## src/rtl/read_bus_arbiter_pkg.sv

```systemverilog
// rtl/read_bus_arbiter_pkg.sv - shared widths, state codes and grant codes for the read bus arbiter
// Contents:
//   BUS_WIDTH    default address/data width of the core read buses
//   rba_state_t  IDLE / ADDR / DATA transaction states (2-bit codes)
//   rba_grant_t  which requester owns the current transaction
package read_bus_arbiter_pkg;

  localparam int BUS_WIDTH = 32;

  typedef enum logic [1:0] {
    RBA_IDLE = 2'd0,
    RBA_ADDR = 2'd1,
    RBA_DATA = 2'd2
  } rba_state_t;

  typedef enum logic {
    RBA_GRANT_IR = 1'b0,
    RBA_GRANT_DR = 1'b1
  } rba_grant_t;

endpackage

```

## src/rtl/read_bus_arbiter_rr_arbiter_2.sv

```systemverilog
// rtl/read_bus_arbiter_rr_arbiter_2.sv - two-way round-robin arbiter, purely combinational
// Ports:
//   req         in   2  request bits, [0]=ir, [1]=dr
//   last_grant  in   1  requester that won the previous arbitration
//   gnt         out  2  one-hot grant, all zero when nobody requests
module rr_arbiter_2
  import read_bus_arbiter_pkg::*;
(
  input  logic [1:0]  req,
  input  rba_grant_t  last_grant,
  output logic [1:0]  gnt
);

  always_comb begin
    gnt = 2'b00;
    case (req)
      2'b01:   gnt = 2'b01;
      2'b10:   gnt = 2'b10;
      // Contention: whoever did not win last time goes now.
      2'b11:   gnt = (last_grant == RBA_GRANT_IR) ? 2'b10 : 2'b01;
      default: gnt = 2'b00;
    endcase
  end

endmodule

```

## src/rtl/read_bus_arbiter.sv

```systemverilog
// rtl/read_bus_arbiter.sv - merges instruction and data read channels onto one memory read port
// Ports:
//   clk, rst                       clock, synchronous active-low reset
//   ir_addr_valid/ir_addr/ir_addr_ready    instruction request channel
//   ir_data_valid/ir_data/ir_data_ready    instruction response channel
//   dr_*                           same as ir_*, data side
//   m_addr_valid/m_addr/m_addr_ready       request to memory (registered)
//   m_data_valid/m_data/m_data_ready       response from memory
//   timeout_err                    sticky, response not seen within timeout_cycles
//   ir_grant_count/dr_grant_count  wrapping grant counters
module read_bus_arbiter
  import read_bus_arbiter_pkg::*;
#(
  parameter int addr_width     = BUS_WIDTH,
  parameter int data_width     = BUS_WIDTH,
  parameter int timeout_cycles = 1024,
  parameter int count_width    = 32
) (
  input  logic                   clk,
  input  logic                   rst,
  input  logic                   ir_addr_valid,
  input  logic [addr_width-1:0]  ir_addr,
  output logic                   ir_addr_ready,
  output logic                   ir_data_valid,
  output logic [data_width-1:0]  ir_data,
  input  logic                   ir_data_ready,
  input  logic                   dr_addr_valid,
  input  logic [addr_width-1:0]  dr_addr,
  output logic                   dr_addr_ready,
  output logic                   dr_data_valid,
  output logic [data_width-1:0]  dr_data,
  input  logic                   dr_data_ready,
  output logic                   m_addr_valid,
  output logic [addr_width-1:0]  m_addr,
  input  logic                   m_addr_ready,
  input  logic                   m_data_valid,
  input  logic [data_width-1:0]  m_data,
  output logic                   m_data_ready,
  output logic                   timeout_err,
  output logic [count_width-1:0] ir_grant_count,
  output logic [count_width-1:0] dr_grant_count
);

  // Timer is wide enough to reach timeout_cycles-1 and saturates at all ones,
  // so a long stall after the flag is set never wraps back through the match.
  localparam int timer_width = $clog2(timeout_cycles + 2);
  localparam logic [timer_width-1:0] timer_last =
    timer_width'(timeout_cycles > 0 ? timeout_cycles - 1 : 0);
  localparam logic [timer_width-1:0] timer_max = '1;
  localparam bit timeout_en = (timeout_cycles > 0);

  rba_state_t             state;
  rba_grant_t             grant;
  rba_grant_t             last_grant;
  logic [1:0]             gnt;
  logic [timer_width-1:0] timer;
  logic                   data_hs;

  rr_arbiter_2 u_rr_arbiter_2 (
    .req        ({dr_addr_valid, ir_addr_valid}),
    .last_grant (last_grant),
    .gnt        (gnt)
  );

  // Address ready is only offered in IDLE, so the cycle that completes a
  // response (still DATA) can never accept the next request.
  assign ir_addr_ready = (state == RBA_IDLE) && gnt[0];
  assign dr_addr_ready = (state == RBA_IDLE) && gnt[1];

  // Response path: only the granted side sees memory, the other side reads 0.
  always_comb begin
    m_data_ready  = 1'b0;
    ir_data_valid = 1'b0;
    dr_data_valid = 1'b0;
    ir_data       = '0;
    dr_data       = '0;
    if (state == RBA_DATA) begin
      if (grant == RBA_GRANT_IR) begin
        m_data_ready  = ir_data_ready;
        ir_data_valid = m_data_valid;
        ir_data       = m_data;
      end else begin
        m_data_ready  = dr_data_ready;
        dr_data_valid = m_data_valid;
        dr_data       = m_data;
      end
    end
  end

  assign data_hs = m_data_valid && m_data_ready;

  always_ff @(posedge clk) begin
    if (!rst) begin
      state          <= RBA_IDLE;
      grant          <= RBA_GRANT_DR;
      last_grant     <= RBA_GRANT_DR;
      m_addr         <= '0;
      m_addr_valid   <= 1'b0;
      timer          <= '0;
      timeout_err    <= 1'b0;
      ir_grant_count <= '0;
      dr_grant_count <= '0;
    end else begin
      case (state)
        RBA_IDLE: begin
          if (gnt[0]) begin
            m_addr         <= ir_addr;
            grant          <= RBA_GRANT_IR;
            last_grant     <= RBA_GRANT_IR;
            ir_grant_count <= ir_grant_count + count_width'(1);
            m_addr_valid   <= 1'b1;
            state          <= RBA_ADDR;
          end else if (gnt[1]) begin
            m_addr         <= dr_addr;
            grant          <= RBA_GRANT_DR;
            last_grant     <= RBA_GRANT_DR;
            dr_grant_count <= dr_grant_count + count_width'(1);
            m_addr_valid   <= 1'b1;
            state          <= RBA_ADDR;
          end
        end
        RBA_ADDR: begin
          if (m_addr_ready) begin
            m_addr_valid <= 1'b0;
            timer        <= '0;
            state        <= RBA_DATA;
          end
        end
        RBA_DATA: begin
          if (data_hs) begin
            state <= RBA_IDLE;
          end else begin
            if (timer != timer_max) begin
              timer <= timer + timer_width'(1);
            end
            // Flag only; the transaction keeps waiting for memory.
            if (timeout_en && (timer == timer_last)) begin
              timeout_err <= 1'b1;
            end
          end
        end
        default: begin
          state        <= RBA_IDLE;
          m_addr_valid <= 1'b0;
        end
      endcase
    end
  end

endmodule
```

## config.mk

```make
export PLATFORM = sky130hd
export DESIGN_NAME = read_bus_arbiter
export DESIGN_NICKNAME = d
export VERILOG_FILES = /design/src/rtl/read_bus_arbiter_pkg.sv /design/src/rtl/read_bus_arbiter_rr_arbiter_2.sv /design/src/rtl/read_bus_arbiter.sv
export SDC_FILE = /design/constraint.sdc
export NUM_CORES = 1
export LEC_CHECK = 0
export CAP_MARGIN = 10
export CELL_PAD_IN_SITES_DETAIL_PLACEMENT = 1
export CELL_PAD_IN_SITES_GLOBAL_PLACEMENT = 1
export CORE_ASPECT_RATIO = 0.8
export CORE_UTILIZATION = 31
export DETAILED_ROUTE_END_ITERATION = 10
export HOLD_SLACK_MARGIN = 0.03
export PLACE_DENSITY_LB_ADDON = 0.05
export SLEW_MARGIN = 10
export SYNTH_ARGS = -nofsm -noshare
export SYNTH_HDL_FRONTEND = slang
export SYNTH_SLANG_ARGS = --single-unit
```

## constraint.sdc

```tcl
create_clock -name clk -period 3.85 [get_ports clk]
set_input_delay 0.385 -clock clk [delete_from_list [all_inputs] [get_ports clk]]
set_output_delay 0.385 -clock clk [all_outputs]
set_load 0.02 [all_outputs]
```

Word-level counts from Yosys, hierarchy flattened
Cells that the tools add are included.

Bits in registers: 112. Word-level logic and storage cells: 67. Output and inout port bits: 167.

Equality and inequality tests: 12. Bitwise gates (word level): 3. Add/sub/neg operators: 3. Reductions and logical operators: 13. Muxes and demuxes: 28.

Operators with widths (number): $mux W32 (6); $add A32 B1 Y32 const B (2); $mux W11 (3); $pmux W11 S2 (1); $pmux W2 S3 (2); $reduce_and A3 Y1 (4); $add A11 B1 Y11 const B (1); $eq A11 B10 Y1 const B (1); $ne A11 B11 Y1 const B (1); $mux W1 (10); $mux W2 (5); $eq A2 B2 Y1 const B (3); $ne A2 B2 Y1 const B (3); $eq A2 B1 Y1 const B (2); $reduce_and A2 Y1 (2); $reduce_and A4 Y1 (1); $reduce_bool A2 Y1 (2); $logic_and A1 B1 Y1 (3); $ne A3 B3 Y1 const B (1); $not A1 Y1 (3); $pmux W1 S3 (1); $logic_not A2 Y1 (1); $ne A2 B1 Y1 const B (1).

Longest topological paths before layout
Gate-level depths: netlist of run 1.

Word-level depth: 5. Gate-level depth with buffers: 7. Depth with buffers taken out: 6.

Cells and area by module
A second synthesis of run 1 with hierarchy kept.

Cell total of the unflattened synthesis: 681. Area total of the unflattened synthesis: 5709.2 µm².

By module, submodules not included: read_bus_arbiter (area each 5690.5 µm², instances 1, cells each 678, sequential area each 2242.2 µm²); rr_arbiter_2 (area each 18.8 µm², instances 1, cells each 3, sequential area each 0.0 µm²).

Worst setup path before layout of run 1
Ideal clock, no wire load.

Kind: flip-flop to flip-flop. From: reg dr_grant_count[2]. To: reg dr_grant_count[26]. Buffers on the path: 2. Data arrival time: 2084 ps. Slack: 1696 ps. Setup time: 70 ps. Period minus slack after synthesis: 2154 ps. Stages on the path, launching flop included: 8. Path through: dfxtp_1 > and4_4 > nand4_1 > buf_2 > or4_1 > buf_2 > or3_1 > a21oi_1.

Word-level cells in the longest chain between the ends: 1.

Ends and longest elaborated chain: start, declared (line read_bus_arbiter.sv:41) `output logic [count_width-1:0] dr_grant_count`; start signal, assigned (line read_bus_arbiter.sv:117) `dr_grant_count <= dr_grant_count + count_width'(1);`; $add A32 B1 Y32 (line read_bus_arbiter.sv:117).

No other way between the ends. A chain may end at the register's enable or synchronous reset.

==> flow_summary.yaml, run 1 <==
sta:
  setup_tns_ns: 0
  hold_violations: 0
  fin_crit_ns: 3.03
  finalCritPeriodShare_pct: 78.7
  rsz0062_at_grt: "false"
  slew_viol_final: 0
  slew_headroom_pct: 39.4
  setup_viol: 0
  fmax_ghz: 0.330
  worstMarginPinSlew_ns: 0.908
  fin_worst_skew_ns: 0.0137
  setup_slack_ns: 0.819
synthesis:
  synth_area_leader_cell: "dfxtp_1"
  yosysTopAreaCellShare_pct: 39.2
  yosysMostFrequentCell: "dfxtp_1"
  async_flop_share_pct: 0
  synth_area_sq_mm: 0.00572
  ys_seq_area_share_pct: 39.2
  synth_area_leaders: "dfxtp_1, and3_1, nor2_1"
  synthCells: 726
  synth_edf_count: 0
  syn_area_per_cell_sq_um: 7.88
  ys_warn_count: 0
  synth.distinct_cells: 54
  syn_nets: 833
  ys.flop_type: "dfxtp_1"
  synth-seq-cells: 112
  synth_common_cells: "dfxtp_1, nor2_1, and3_1, nand2_1, nand3_1"
run:
  cap_violations: 0
grt:
  grt_pass1_wl_microns: 33900
  grt_pass1_vias: 6488
  antenna_found_initial: 1
  grt_use_total_pct: 22.2
  grt_max_degree: 67
  grt-ovfl-total: 0
power_and_ir_drop:
  cellPowerDensity_mw_per_mm2: 320
  ir_worst_vdd_mv: 0.224
  p_leak_nw: 3.28
  switching_share_pct: 28.7
  clkPwrFrac_pct: 36.0
  internal_power_mw: 2.04
  p_comb_share_pct: 20.3
  seqPwrFrac_pct: 43.7
  switchingPower_uw: 819
floorplan:
  initial_utilization_pct: 31.6
  die_h_microns: 124
  num_io_pins: 271
  die_area_sq_mm: 0.0190
  die_w_microns: 154
  rows: 44
  core-area_sq_mm: 0.0181
detailed_routing:
  dr.pass1.iters: 4
  drt_iter0_markers: 257
  vias_per_cell: 5.33
  via_count: 6399
  wire_per_inst_microns: 18.0
  wl_microns: 21600
  antenna_left: 0
  drc: 0
worst_setup_path:
  worst_ep_arrival_time_ns: 2.65
  crit_chain: "buf_4 -> inv_1 -> and3_1 -> clkdlybuf4s50_1"
  r2r_start: "state[1]"
  crit_buf_inv: 3
  crit_path_start_kind: "flop"
  crit_path_max_fanout: 35
  timing.rr.end: "timer[9]"
  rrSetupSlack_ns: 1.19
  cpPeakStageDelay_ns: 0.70
  cp-end-kind: "primary output"
  worstRegToRegCells: 6
  critPathTopFamily: "buffers and inverters"
  cp.required_ns: 3.46
  cp_slowest_cell: "inv_1"
  worstSetupPathType: "flop to primary output"
clock_tree:
  htreeDepth: 3
  post-cts-setup-buffers: 0
  cts_inserted_buffers: 9
  ctsHoldBuffers: 0
  cts_buffer_depth: 2
  ctsResizeCount: 0
  clock_sinks: 112
  insertion_delay_ns: 0.36
  root_buffer: "clkbuf_16"
  cts.clk_slew.worst_paths_ns: 0.07
  cts_tree: "yes"
min_path:
  hold_start: "m_addr_valid"
  min_to: "m_addr_valid"
  holdPathStages: 2
  holdCritPathClass: "flop to flop"
layout:
  drive_gt1_share_pct: 4.64
  antenna_cells: 0
  fin_nets: 1072
  nFillCells: 2142
  syn_to_final_growth_pct: 56.0
placement:
  gp_routability_congestion: 0.828
  pre_cts_slack_ns: 0.925
  place_hpwl_microns: 15900
  portBuffers: 270
run_status:
  status: "finished clean"
==> power groups by stage <==
stage / registers [mW] / clock network [mW] / logic, mW
after detailed placement: 1.27 / 0 / 0.584
after global placement: 1.27 / 0 / 0.568
after floorplan: 1.33 / 0 / 0.220
after CTS: 1.25 / 1.06 / 0.586
final: 1.25 / 1.03 / 0.581
after global routing: 1.26 / 1.11 / 0.628
==> registers in the layout, indices dropped and copies added, names as in the netlist <==
name	cells
dr_grant_count	32
ir_grant_count	32
m_addr	32
timer	11
state	2
last_grant	1
m_addr_valid	1
timeout_err	1
==> per-layer routing <==
layer / global-route usage (%) / vias to the layer above / part of all wire (%)
met5: 0 / - / 0.074
met4: 6.25 / 2 / 1.6
met3: 6.13 / 23 / 5.4
met2: 39.1 / 163 / 50
met1: 26.6 / 3108 / 43
li1: - / 3103 / -
==> cell usage in the layout (no fill, tap or decap), types with 12 or more instances in the layout <==
cell type,instances
nand4_1,21
buf_4,12
nand2_1,66
a21oi_1,30
or3_1,13
xnor2_1,24
and3_1,72
clkdlybuf4s50_1,270
nor3_1,16
inv_1,15
xor2_1,14
a311oi_1,33
o21ai_0,21
nor2_1,89
nor4_1,12
nand3_1,64
dfxtp_1,112
==> worst min-delay path, cell delays in order (launching register included) <==
cell and delay, ns:
dfxtp_1 0.33, a21oi_1 0.06, nor2_1 0.07
==> cell families (layout without fill, tap and decap cells) <==
kind of cell             count (synthesis)  count (layout)  share of synthesized area [%]
flip-flops                             112             112                           39.2
buffers and inverters                   70             314                           4.72
multiplexers                             4               4                          0.722
AND/OR/NAND/NOR                        393             393                           36.2
XOR/XNOR                                38              38                           5.82
AO/OA/AOI/OAI                          106             106                           12.7
adder cells (fa/ha/maj)                  3               3                          0.656
==> stage by stage <==
stage,area (sq um),std cells,hold WS [ns],utilization [%],total power [mW]
after floorplan,5720,726,0.466,-,1.55
after global placement,8600,1184,0.476,47.5,1.84
after detailed placement,8600,1184,0.480,47.5,1.86
after CTS,8920,1200,0.500,49.3,2.90
after global routing,8920,1200,0.523,49.3,2.99
final,8920,1200,0.493,49.3,2.86
==> worst max-delay path by stage <==
stage / start / depth (start not counted) / to / slack [ns]
6_report: last_grant / 4 / ir_data[6] / 0.82
5_1_grt: last_grant / 4 / dr_data_valid / 0.62
4_1_cts: last_grant / 4 / ir_data[6] / 0.78
3_5_place_dp: ir_addr_valid / 6 / dr_grant_count[31] / 0.93
3_3_place_gp: ir_addr_valid / 6 / dr_grant_count[31] / 1.03
2_1_floorplan: dr_grant_count[2] / 7 / dr_grant_count[26] / 1.70
==> layout make-up <==
| type | count | area [sq um] | area share [%] |
|---|---|---|---|
| multi-input combinational | 544 | 3220 | 36.1 |
| timing repair buffer | 282 | 2790 | 31.3 |
| sequential | 112 | 2240 | 25.1 |
| tap | 230 | 288 | 3.22 |
| clock buffer | 11 | 253 | 2.83 |
| clock inverter | 5 | 70.1 | 0.785 |
| inverter | 16 | 61.3 | 0.687 |
Note: power is estimated with default switching activity, not from simulation.
==> run 2: changes to the inputs <==
--- a/config.mk
+++ b/config.mk
@@ -9,7 +9,7 @@
 export CELL_PAD_IN_SITES_DETAIL_PLACEMENT = 1
 export CELL_PAD_IN_SITES_GLOBAL_PLACEMENT = 1
 export CORE_ASPECT_RATIO = 0.8
-export CORE_UTILIZATION = 31
+export CORE_UTILIZATION = 29
 export DETAILED_ROUTE_END_ITERATION = 10
 export HOLD_SLACK_MARGIN = 0.03
 export PLACE_DENSITY_LB_ADDON = 0.05
==> constraint.sdc (replaced) <==
create_clock -name clk -period 3 [get_ports clk]
set_input_delay 0.3 -clock clk [delete_from_list [all_inputs] [get_ports clk]]
set_output_delay 0.3 -clock clk [all_outputs]
set_load 0.02 [all_outputs]
==> run 2 against run 1 <==
- clock power increased by 15%
- sequential power up 28%
- design area is 0.60% higher
- power is 24% higher
- flip-flop and latch count stayed put
- clock skew decreased by 0.0028 ns
- cell count rose by 2.8%
- highest routed layer is now met4
==> flow_summary.yaml, run 2 (synthesis results as in run 1) <==
worst_setup_path:
  crit_path_start_kind: "flop"
  cp-end-kind: "primary output"
  worst_ep_arrival_time_ns: 2.46
  crit_path_max_fanout: 44
  cp.required_ns: 2.70
  worstSetupPathType: "flop to primary output"
power_and_ir_drop:
  clkPwrFrac_pct: 33.4
  internal_power_mw: 2.51
  switchingPower_mw: 1.03
  cellPowerDensity_mw_per_mm2: 394
  p_leak_nw: 3.30
  ir_worst_vdd_mv: 0.228
  p_comb_share_pct: 21.3
  switching_share_pct: 29.2
  seqPwrFrac_pct: 45.3
  finalPower_mw: 3.54
layout:
  final_common_cell: "clkdlybuf4s50_1"
  final_cell_mix: "clkdlybuf4s50_1, dfxtp_1, nor2_1"
  stdcell_count: 1234
  syn_to_final_growth_pct: 56.9
  drive_gt1_share_pct: 5.12
  fin_nets: 1079
  antenna_cells: 0
  finish.utilization_pct: 46.9
  reg_top3: "dr_grant_count x32, ir_grant_count x32, m_addr x32"
placement:
  portBuffers: 270
  gp_routability_congestion: 0.835
  place_hpwl_microns: 16300
  pre_cts_slack_ns: 0.385
  dp.cells: 1219
floorplan:
  core-area_sq_mm: 0.0191
  die_h_microns: 128
  initial_utilization_pct: 29.9
  rows: 45
  die_w_microns: 159
  num_io_pins: 271
  die_area_sq_mm: 0.0203
grt:
  grt_use_total_pct: 21.0
  grt-ovfl-total: 0
  grt_pass1_vias: 6449
  antenna_found_initial: 0
  grt_pass1_wl_microns: 34600
  grt_max_degree: 45
clock_tree:
  ctsHoldBuffers: 0
  cts_inserted_buffers: 9
  clock_sinks: 112
  cts_tree: "yes"
  cts.clk_slew.worst_paths_ns: 0.08
  post-cts-setup-buffers: 0
  htreeDepth: 3
  insertion_delay_ns: 0.36
  root_buffer: "clkbuf_16"
  cts_buffer_depth: 2
  ctsResizeCount: 0
sta:
  setup_tns_ns: 0
  finalCritPeriodShare_pct: 91.9
  setup_slack_ns: 0.242
  fin_crit_ns: 2.76
  worstMarginPinSlew_ns: 0.892
  fin_worst_skew_ns: 0.0109
  rsz0062_at_grt: "false"
  fmax_ghz: 0.363
  setup_viol: 0
  slew_headroom_pct: 39.9
  hold_violations: 0
  slew_viol_final: 0
detailed_routing:
  dr.pass1.iters: 4
  wl_microns: 21900
  wire_per_inst_microns: 17.8
  drc: 0
  antenna_left: 0
  drt_iter0_markers: 309
  via_count: 6416
  vias_per_cell: 5.20
min_path:
  holdCritPathClass: "flop to flop"
run:
  cap_violations: 0
run_status:
  status: "finished clean"
run 2: changes by cell type in the layout (fill, tap and decap cells not counted):
cell,previous run,this run
buf_4,12,18
inv_6,1,3
inv_8,2,0
buf_12,0,1
bufinv_16,1,0
clkbuf_1,0,1
clkbuf_8,2,1
clkinv_2,1,0
inv_2,0,1
run 2: final timing paths:
kind / cells past startpoint / end / slack, ns / startpoint
setup reg to reg: 6 / timer[8] / 0.54 / state[1]
setup / recovery: 4 / ir_data[17] / 0.24 / state[1]
hold reg to reg: 2 / m_addr_valid / 0.50 / m_addr_valid
hold / removal: 2 / m_addr_valid / 0.50 / m_addr_valid
run 2: worst max-delay path: stages, from the launching register on:
cell and delay, ns:
dfxtp_1 0.48, nor2b_4 0.55, buf_12 0.26, and3_1 0.18, clkdlybuf4s50_1 0.63
run 2: layout make-up:
cell class                 count  area [sq um]
multi-input combinational    544          3220
clock inverter                 4          35.0
timing repair buffer         289          2860
inverter                      16          60.1
clock buffer                  11           243
tap                          258           323
fill                        2246         10200
sequential                   112          2240
run 2: layer usage:
metal | share of wire, % | vias to the layer above | track usage, %
met5 | 0 | - | 0
met4 | 2.4 | 0 | 6.39
met3 | 5.5 | 32 | 5.42
met2 | 48 | 180 | 36.2
met1 | 44 | 3090 | 25.6
li1 | - | 3114 | -
run 2: metrics by stage:
step,hold slack [ns],area (sq um)
2_1_floorplan,0.450,5720
5_1_grt,0.519,8980
3_3_place_gp,0.470,8700
3_5_place_dp,0.493,8700
4_1_cts,0.502,8980
6_report,0.500,8980
run 2: power groups by stage:
stage               combinational [mW]  clock [mW]  sequential (mW)
floorplan                        0.283           0             1.70
global placement                 0.741           0             1.63
detailed placement               0.760           0             1.64
CTS                              0.763        1.22             1.60
global route                     0.813        1.28             1.61
finish                           0.754        1.18             1.60
